$ cat src/rtl/area_scan_seq.sv
// Scan sequencer: runs up to N_AREA area scanners one at a time with start/done/error
// handshakes, a one-hot bus grant, per-area watchdog abort and latched error/timeout maps.
module area_scan_seq #(
    parameter int N_AREA  = 4,
    parameter int BASE_W  = 12,
    parameter int TMO_W   = 16,
    parameter int TMO_CYC = 50000
) (
    input  logic              clk,
    input  logic              rst,
    input  logic              i_start_con,
    input  logic [BASE_W-1:0] im_base_addr,
    input  logic [N_AREA-1:0] im_area_en,
    input  logic              i_stop_on_err,
    output logic              o_done_con,
    output logic              o_error_con,
    output logic              o_busy,
    output logic [BASE_W-1:0] om_base_addr,
    output logic [N_AREA-1:0] om_start,
    output logic [N_AREA-1:0] om_abort,
    input  logic [N_AREA-1:0] i_done,
    input  logic [N_AREA-1:0] i_error,
    output logic [N_AREA-1:0] om_grant,
    output logic [3:0]        om_cur_area,
    output logic [N_AREA-1:0] om_err_map,
    output logic [N_AREA-1:0] om_tmo_map
);

    typedef enum logic [2:0] {
        S_IDLE,
        S_SEL,
        S_LAUNCH,
        S_WAIT,
        S_FINISH
    } state_t;

    state_t            r_state, w_state_nxt;
    logic [4:0]        r_idx, w_idx_nxt;
    logic [N_AREA-1:0] r_area_en;
    logic              r_stop_on_err;
    logic [BASE_W-1:0] r_base_addr;
    logic [TMO_W-1:0]  r_timer;
    logic [N_AREA-1:0] r_err_map, w_err_map_nxt;
    logic [N_AREA-1:0] r_tmo_map, w_tmo_map_nxt;
    logic [N_AREA-1:0] r_start, w_start_nxt;
    logic [N_AREA-1:0] r_abort, w_abort_nxt;
    logic              r_done_con, w_done_nxt;
    logic              r_error_con, w_err_con_nxt;
    logic              r_busy;
    logic [3:0]        r_cur_area;

    logic [N_AREA-1:0] w_cur_oh;
    logic              w_found;
    logic [4:0]        w_sel_idx;
    logic              w_hit_done, w_hit_err, w_tmo;

    // idx can reach N_AREA after the last area; the shift then yields an all-zero mask.
    assign w_cur_oh   = N_AREA'(1) << r_idx;
    assign w_hit_done = |(i_done & w_cur_oh);
    assign w_hit_err  = |(i_error & w_cur_oh);
    assign w_tmo      = (r_timer == TMO_W'(TMO_CYC - 1)) && !w_hit_done && !w_hit_err;

    // Lowest enabled area at or above idx: scan downwards so the lowest match is written last.
    always_comb begin
        w_found   = 1'b0;
        w_sel_idx = '0;
        for (int k = N_AREA - 1; k >= 0; k--) begin
            if (r_area_en[k] && (5'(k) >= r_idx)) begin
                w_found   = 1'b1;
                w_sel_idx = 5'(k);
            end
        end
    end

    // NOTE: every combinational output gets a default first so no path leaves it unassigned (no latch).
    always_comb begin
        w_state_nxt   = r_state;
        w_idx_nxt     = r_idx;
        w_err_map_nxt = r_err_map;
        w_tmo_map_nxt = r_tmo_map;
        w_start_nxt   = '0;
        w_abort_nxt   = '0;
        case (r_state)
            S_IDLE: begin
                if (i_start_con) begin
                    w_state_nxt   = S_SEL;
                    w_idx_nxt     = '0;
                    w_err_map_nxt = '0;
                    w_tmo_map_nxt = '0;
                end
            end
            S_SEL: begin
                if (w_found) begin
                    w_state_nxt = S_LAUNCH;
                    w_idx_nxt   = w_sel_idx;
                    w_start_nxt = N_AREA'(1) << w_sel_idx;
                end else begin
                    w_state_nxt = S_FINISH;
                end
            end
            S_LAUNCH: w_state_nxt = S_WAIT;
            S_WAIT: begin
                if (w_hit_done || w_hit_err || w_tmo) begin
                    if (w_hit_err || w_tmo) w_err_map_nxt = r_err_map | w_cur_oh;
                    if (w_tmo) begin
                        w_tmo_map_nxt = r_tmo_map | w_cur_oh;
                        w_abort_nxt   = w_cur_oh;
                    end
                    if ((w_hit_err || w_tmo) && r_stop_on_err) begin
                        w_state_nxt = S_FINISH;
                    end else begin
                        w_state_nxt = S_SEL;
                        w_idx_nxt   = r_idx + 5'd1;
                    end
                end
            end
            S_FINISH: w_state_nxt = S_IDLE;
            default:  w_state_nxt = S_IDLE;
        endcase
        // FINISH always exits after one cycle, so entering it is the only way next==FINISH.
        w_done_nxt    = (w_state_nxt == S_FINISH);
        w_err_con_nxt = w_done_nxt && (|w_err_map_nxt);
    end

    // NOTE: sequential state uses non-blocking assignments so all registers update from pre-edge values.
    always_ff @(posedge clk) begin
        if (rst) r_state <= S_IDLE;
        else     r_state <= w_state_nxt;
    end

    always_ff @(posedge clk) begin
        if (rst) begin
            r_idx         <= '0;
            r_area_en     <= '0;
            r_stop_on_err <= 1'b0;
            r_base_addr   <= '0;
            r_timer       <= '0;
            r_err_map     <= '0;
            r_tmo_map     <= '0;
            r_start       <= '0;
            r_abort       <= '0;
            r_done_con    <= 1'b0;
            r_error_con   <= 1'b0;
            r_busy        <= 1'b0;
            r_cur_area    <= '0;
        end else begin
            r_idx       <= w_idx_nxt;
            r_err_map   <= w_err_map_nxt;
            r_tmo_map   <= w_tmo_map_nxt;
            r_start     <= w_start_nxt;
            r_abort     <= w_abort_nxt;
            r_done_con  <= w_done_nxt;
            r_error_con <= w_err_con_nxt;
            r_busy      <= (w_state_nxt != S_IDLE);
            if (r_state == S_IDLE && i_start_con) begin
                r_base_addr   <= im_base_addr;
                r_area_en     <= im_area_en;
                r_stop_on_err <= i_stop_on_err;
            end
            // Timer is zero during LAUNCH, so the watchdog window spans TMO_CYC granted cycles.
            if (r_state == S_SEL)
                r_timer <= '0;
            else if (r_state == S_LAUNCH || r_state == S_WAIT)
                r_timer <= r_timer + TMO_W'(1);
            if (w_state_nxt == S_IDLE)
                r_cur_area <= '0;
            else if (r_state == S_SEL && w_found)
                r_cur_area <= w_sel_idx[3:0];
        end
    end

    assign om_grant     = (r_state == S_LAUNCH || r_state == S_WAIT) ? w_cur_oh : '0;
    assign om_start     = r_start;
    assign om_abort     = r_abort;
    assign o_done_con   = r_done_con;
    assign o_error_con  = r_error_con;
    assign o_busy       = r_busy;
    assign om_base_addr = r_base_addr;
    assign om_cur_area  = r_cur_area;
    assign om_err_map   = r_err_map;
    assign om_tmo_map   = r_tmo_map;

endmodule
$ cat config.mk
export PLATFORM = sky130hd
export DESIGN_NAME = area_scan_seq
export DESIGN_NICKNAME = d
export VERILOG_FILES = /design/src/rtl/area_scan_seq.sv
export SDC_FILE = /design/constraint.sdc
export NUM_CORES = 1
export LEC_CHECK = 0
export BUFFER_PORTS_ARGS = -buffer_cell sky130_fd_sc_hd__buf_4
export CAP_MARGIN = 0
export CELL_PAD_IN_SITES_DETAIL_PLACEMENT = 2
export CELL_PAD_IN_SITES_GLOBAL_PLACEMENT = 2
export CORE_ASPECT_RATIO = 1.2
export CORE_MARGIN = 3
export CORE_UTILIZATION = 33
export DETAILED_ROUTE_END_ITERATION = 8
export PLACE_DENSITY = 0.94
export SYNTH_ARGS = -nofsm -noshare
export SYNTH_HDL_FRONTEND = slang
export SYNTH_SLANG_ARGS = --single-unit
$ cat constraint.sdc
create_clock -name clk -period 3 [get_ports clk]
set_input_delay 0.45 -clock clk [delete_from_list [all_inputs] [get_ports clk]]
set_output_delay 0.45 -clock clk [all_outputs]
set_load 0.05 [all_outputs]
### Word level (Yosys, flattened, before mapping)

Cells that the tools add are included.

* add/sub/neg operators: 2
* magnitude comparators: 4
* equal/unequal tests: 10
* shift-type cells: 2
* mux-type cells: 27
* bitwise gates (word level): 9
* reductions and logical operators: 30

Operators by type and width (number)
* $mux W5: 7
* $mux W4: 7
* $add A16 B1 Y16 const B: 1
* $eq A16 B16 Y1 const B: 1
* $pmux W4 S2: 2
* $reduce_or A4 Y1: 4
* $pmux W5 S3: 1
* $mux W3: 4
* $pmux W3 S4: 1
* $ge A1 B5 Y1 const A: 2
* $ge A2 B5 Y1 const A: 2
* $logic_and A1 B1 Y1: 10
* $ne A2 B2 Y1 const B: 5
* $shl A1 B5 Y4 const A: 2
* $and A4 B4 Y4: 2
* $or A4 B4 Y4: 2
* $eq A3 B2 Y1 const B: 2
* $logic_not A3 Y1: 2
* $reduce_bool A3 Y1: 2
* $add A5 B1 Y5 const B: 1
* $not A1 Y1: 5
* $reduce_and A5 Y1: 1
* $logic_or A1 B1 Y1: 4
* $mux W1: 4
* 8 further kinds: 10

* register bits after elaboration: 64
* input port bits: 28
* output and inout bits: 39
* word-level logic and storage cells: 98

### Logic depth before layout (Yosys ltp)

* depth in word-level cells: 13
* gate-level depth with buffers: 9
* gate-level depth less buffers: 8

### Least setup slack after synthesis

No wires, ideal clock.

* path type: register to output
* from: register r_idx[2]
* to: output om_grant[1]
* arrival: 1.883 ns
* required time: 2.550 ns
* path slack: 0.667 ns
* cell stages (with the launch flop): 4
* cells stage by stage: dfxtp_1 nor3_2 nand2_1 nor3_1

* cells in the longest elaborated chain, start to end: 2

Ends and longest elaborated chain
* start, declared: line 38 `logic [4:0] r_idx, w_idx_nxt;`
* start signal, assigned: line 147 `r_idx <= w_idx_nxt;`
* $shl A1 B5 Y4: line 58 `assign w_cur_oh = N_AREA'(1) << r_idx;`
* $mux W4: line 172 `assign om_grant = (r_state == S_LAUNCH || r_state == S_WAIT) ? w_cur_oh : '0;`
* end, declared: line 23 `output logic [N_AREA-1:0] om_grant,`

No other way between the ends.

### Final worst setup path

* from: register r_idx[0]
* to: register r_cur_area[1] (netlist: om_cur_area[1])

* cells in the longest elaborated chain, start to end: 13
* elaborated cells between the ends (all ways): 36

Ends and longest elaborated chain
* parallel branches: the longest is 13 deep, another holds $ge A2 B5 Y1
* end signal, assigned: line 168 `r_cur_area <= w_sel_idx[3:0];`
* end, declared: line 50 `logic [3:0] r_cur_area;`

Several ways; the timed one is not identified.
A chain may end at the register's enable or synchronous reset.

==> Flow_metrics.wiki <==
{| class="wikitable"
! Metric !! Value
|-
| First-pass detailed-route iteration total || 4
|-
| Number of vias per cell || 5.30
|-
| Status || completed
|-
| Most common cell after layout, fill and taps aside || sky130_fd_sc_hd__buf_4
|-
| Met1 routing resource usage after global routing || 23.1%
|-
| Worst IR drop on VDD || 357 µV
|-
| Slew at the pin with the worst max-slew slack || 0.905 ns
|-
| Clock sink count || between 60 and 70
|-
| Critical Path Start || r_idx[0]
|-
| Largest area contributor in the netlist || sky130_fd_sc_hd__dfxtp_1
|-
| Count of antenna diodes in the layout || 0
|-
| Leading register cell type out of synthesis || sky130_fd_sc_hd__dfxtp_1
|-
| Routed wire length || 9930 µm
|-
| Clock transition at path regs || 0.08 ns
|-
| P per Cell Area || between 600 and 700 mW/mm²
|-
| Commonest cells after routing, fill and taps aside || sky130_fd_sc_hd__buf_4 (68), sky130_fd_sc_hd__dfxtp_1 (62), sky130_fd_sc_hd__nand2_1 (56)
|-
| CTS Root Buffer Type || sky130_fd_sc_hd__clkbuf_8
|-
| Dominant cells by area after synthesis || sky130_fd_sc_hd__dfxtp_1 (45%), sky130_fd_sc_hd__nand2_1 (7.6%), sky130_fd_sc_hd__nor2_1 (5.7%)
|-
| Register-to-Register Setup Slack || ~0.33 ns
|-
| Slew Limit Headroom || 39.5%
|-
| Number of warnings issued by yosys || 0
|-
| Number of top-level design ports || 67
|-
| TritonCTS clock tree || done
|-
| Fraction of registers with async set/reset || 0%
|-
| Unrepaired setup endpoints after global routing || no
|-
| Source of the worst register-to-register timing path || r_idx[0]
|-
| Via count of the first global-routing pass || 3092
|-
| Share of Yosys cell area claimed by the top area cell type || 44.7%
|-
| GR met2 Demand/Resource || 40.4%
|-
| Floorplan die area || ~0.0096 mm²
|-
| Number of buffer cells added on primary ports || 64
|-
| Pin count of the biggest net entering global routing || 36
|-
| Worst r2r dst || om_cur_area[1]
|-
| Endpoints failing hold || 0
|-
| Core area || 0.00815 mm²
|-
| Required time worst endpoint || 3.22 ns
|-
| Number of violations reported at the end of detailed-routing iteration 0 || around 100
|-
| Area delta synth->final || 27.0%
|-
| Chip Width || 89.8 µm
|-
| Total area of multi-input combinational cells || around 0.0014 mm²
|-
| DRC Markers || 0
|-
| Hold buffer count at CTS || 0
|-
| Share of the yosys chip area belonging to registers || approximately 45%
|-
| Total congestion overflow || 0
|-
| Number of setup violations in the final report || 0
|-
| Area taken by flip-flops and latches || 0.00124 mm²
|-
| Height of the chip || ~110 µm
|-
| Max-capacitance violation count || 0
|-
| Count of flip-flops with a built-in enable after synthesis || 0
|-
| Clock buffer count from CTS || 9
|-
| Clk_lat worst skew || 0.36 ns
|-
| Post-route clock skew || 0.0136 ns
|-
| Routing layer with the top usage in global route || met2
|-
| Nets@finish || around 420
|-
| Final Max Slew Viols || 0
|-
| Antenna-violating nets left || 0
|-
| Via total after detailed routing || 2666
|-
| Maximum achievable frequency || around 370 MHz
|-
| Type of element capturing the critical path || register
|-
| Worst hold slack || 0.344 ns
|-
| Routed len/inst || 19.7 µm
|-
| Average cell area after synthesis || 8.63 µm²
|-
| Share of final-layout standard cells stronger than drive strength 1 || between 20% and 30%
|-
| Post-DP HPWL || 6940 µm
|-
| Routability congestion estimate || 0.815
|-
| Synthesized flop and latch total || 62
|-
| Crit-path max FO || 11
|-
| Post-Synthesis Cells || roughly 320
|-
| Number of placement rows || 36
|-
| CP startpoint kind || register
|-
| Netlist Area Pre-Place || 0.00278 mm²
|-
| CTS-repair resized insts || 0
|-
| M3 GR Usage || 4.81%
|-
| FF-to-FF path depth || 8
|-
| Initial cell density of the core || between 30 and 40%
|-
| Initial antenna violation count || 0
|-
| Final sum of negative setup slack || 0 ns
|-
| Number of buffers on the longest clock path || 2
|-
| First-pass GRT wire length || roughly 16000 µm
|-
| Maximum level of the CTS H-tree || 3
|-
| Count of unique library cells instantiated by Yosys || 53
|-
| Termination of the worst setup path || om_cur_area[1]
|-
| Class of the worst hold path || in2reg
|-
| Global Route Usage Sum || 21.9%
|-
| Fill cells || 899
|-
| Shortest clock period the worst path allows after layout || 2.67 ns
|-
| Worst Path Class, Setup || reg2reg
|-
| Period Utilization, post-route || 89.1%
|-
| Post-CTS setup-driven buffer insertion count || 0
|-
| Critical path arrival || 2.89 ns
|-
| Static leakage || 1.46 nW
|}
==> per-layer routing <==
layer	up-vias	part of all wire (%)	routed length (µm)
met5	-	0	0
met4	0	3.8	380
met3	33	3.8	382
met2	78	55	5450
met1	1320	37	3710
li1	1235	-	-
==> worst min path at each step <==
stage | slack [ns] | cells after the start | from | endpoint
after global placement | 0.44 | 2 | om_base_addr[9] | om_base_addr[9]
after detailed placement | 0.45 | 1 | om_tmo_map[1] | om_tmo_map[1]
after floorplan | 0.43 | 2 | r_area_en[1] | r_area_en[1]
final | 0.34 | 3 | im_base_addr[0] | om_base_addr[0]
after CTS | 0.33 | 3 | im_base_addr[0] | om_base_addr[0]
after global routing | 0.34 | 3 | im_base_addr[7] | om_base_addr[7]
==> power by group <==
group / leakage, nW / internal (W) / switching (W) / total (W)
Combinational: 0.868 / 0.000244 / 0.000500 / 0.000744
Sequential: 0.503 / 0.000882 / 0.0000702 / 0.000953
Clock: 0.0841 / 0.000343 / 0.000354 / 0.000697
==> synthesized netlist by cell type (3+ instances only) <==
library cell                n
sky130_fd_sc_hd__nor4_1     3
sky130_fd_sc_hd__nor2_1    42
sky130_fd_sc_hd__and2_1     3
sky130_fd_sc_hd__nor3_1     6
sky130_fd_sc_hd__or3_1      3
sky130_fd_sc_hd__nand3_1    9
sky130_fd_sc_hd__nand2_1   56
sky130_fd_sc_hd__inv_1      5
sky130_fd_sc_hd__dfxtp_1   62
sky130_fd_sc_hd__ha_1       4
sky130_fd_sc_hd__a32oi_1    4
sky130_fd_sc_hd__and3_1     3
sky130_fd_sc_hd__nor2b_1    3
sky130_fd_sc_hd__nor3_2     3
sky130_fd_sc_hd__clkbuf_1   9
sky130_fd_sc_hd__o21ai_0    6
sky130_fd_sc_hd__nand2b_1   3
sky130_fd_sc_hd__mux4_2     3
sky130_fd_sc_hd__buf_4      4
sky130_fd_sc_hd__a21o_1     7
sky130_fd_sc_hd__xor2_1     9
sky130_fd_sc_hd__and4bb_2   3
sky130_fd_sc_hd__a311oi_1   3
sky130_fd_sc_hd__a21oi_1   28
sky130_fd_sc_hd__a31oi_1    4
sky130_fd_sc_hd__xnor2_1    4
==> sequential cells by signal, summed over array words and instances (netlist names), 2 cells and up <==
name          cells
r_timer          16
om_base_addr     12
r_idx             5
om_abort          4
om_err_map        4
om_start          4
om_tmo_map        4
r_area_en         4
r_state           3
om_cur_area       2
==> cell type report <==
type,count,area share [%]
clock buffer,11,4.29
sequential,62,35.2
timing repair buffer,68,14.5
inverter,5,0.532
clock inverter,4,0.887
multi-input combinational,239,40.6
tap,114,4.04
==> worst max-delay path, stage by stage, from the launching register on <==
cell and delay, ns:
sky130_fd_sc_hd__dfxtp_1 0.60, sky130_fd_sc_hd__inv_1 0.18, sky130_fd_sc_hd__ha_1 0.26, sky130_fd_sc_hd__and2_1 0.18
sky130_fd_sc_hd__a211oi_2 0.40, sky130_fd_sc_hd__a21o_1 0.26, sky130_fd_sc_hd__a31oi_1 0.14, sky130_fd_sc_hd__nor4_2 0.38
sky130_fd_sc_hd__a21oi_1 0.13
==> kinds of logic (layout without fill, tap and decap cells) <==
| kind of cell | count (synthesis) | count (layout) | share of synthesized area (%) |
|---|---|---|---|
| compound gates | 64 | 64 | 15.3 |
| xor+xnor | 13 | 13 | 4.10 |
| fa+ha+maj | 4 | 4 | 1.80 |
| buf+inv | 22 | 88 | 3.87 |
| flops | 62 | 62 | 44.7 |
| mux | 3 | 3 | 2.43 |
| other cells | 1 | 2 | 0.135 |
| simple gates | 153 | 153 | 27.7 |
==> through the flow <==
| step | setup slack (ns) | utilization, % | instances | total power, W | area [µm²] |
|---|---|---|---|---|---|
| floorplan | 0.667 | - | 323 | 0.00146 | 2780 |
| global placement | 0.742 | 41.0 | 488 | 0.00164 | 3350 |
| detailed placement | 0.478 | 41.0 | 488 | 0.00169 | 3350 |
| CTS | 0.317 | 43.3 | 503 | 0.00242 | 3530 |
| global route | 0.0612 | 43.3 | 503 | 0.00253 | 3530 |
| finish | 0.326 | 43.3 | 503 | 0.00239 | 3530 |
No activity file was read; power rests on OpenSTA's default activity.
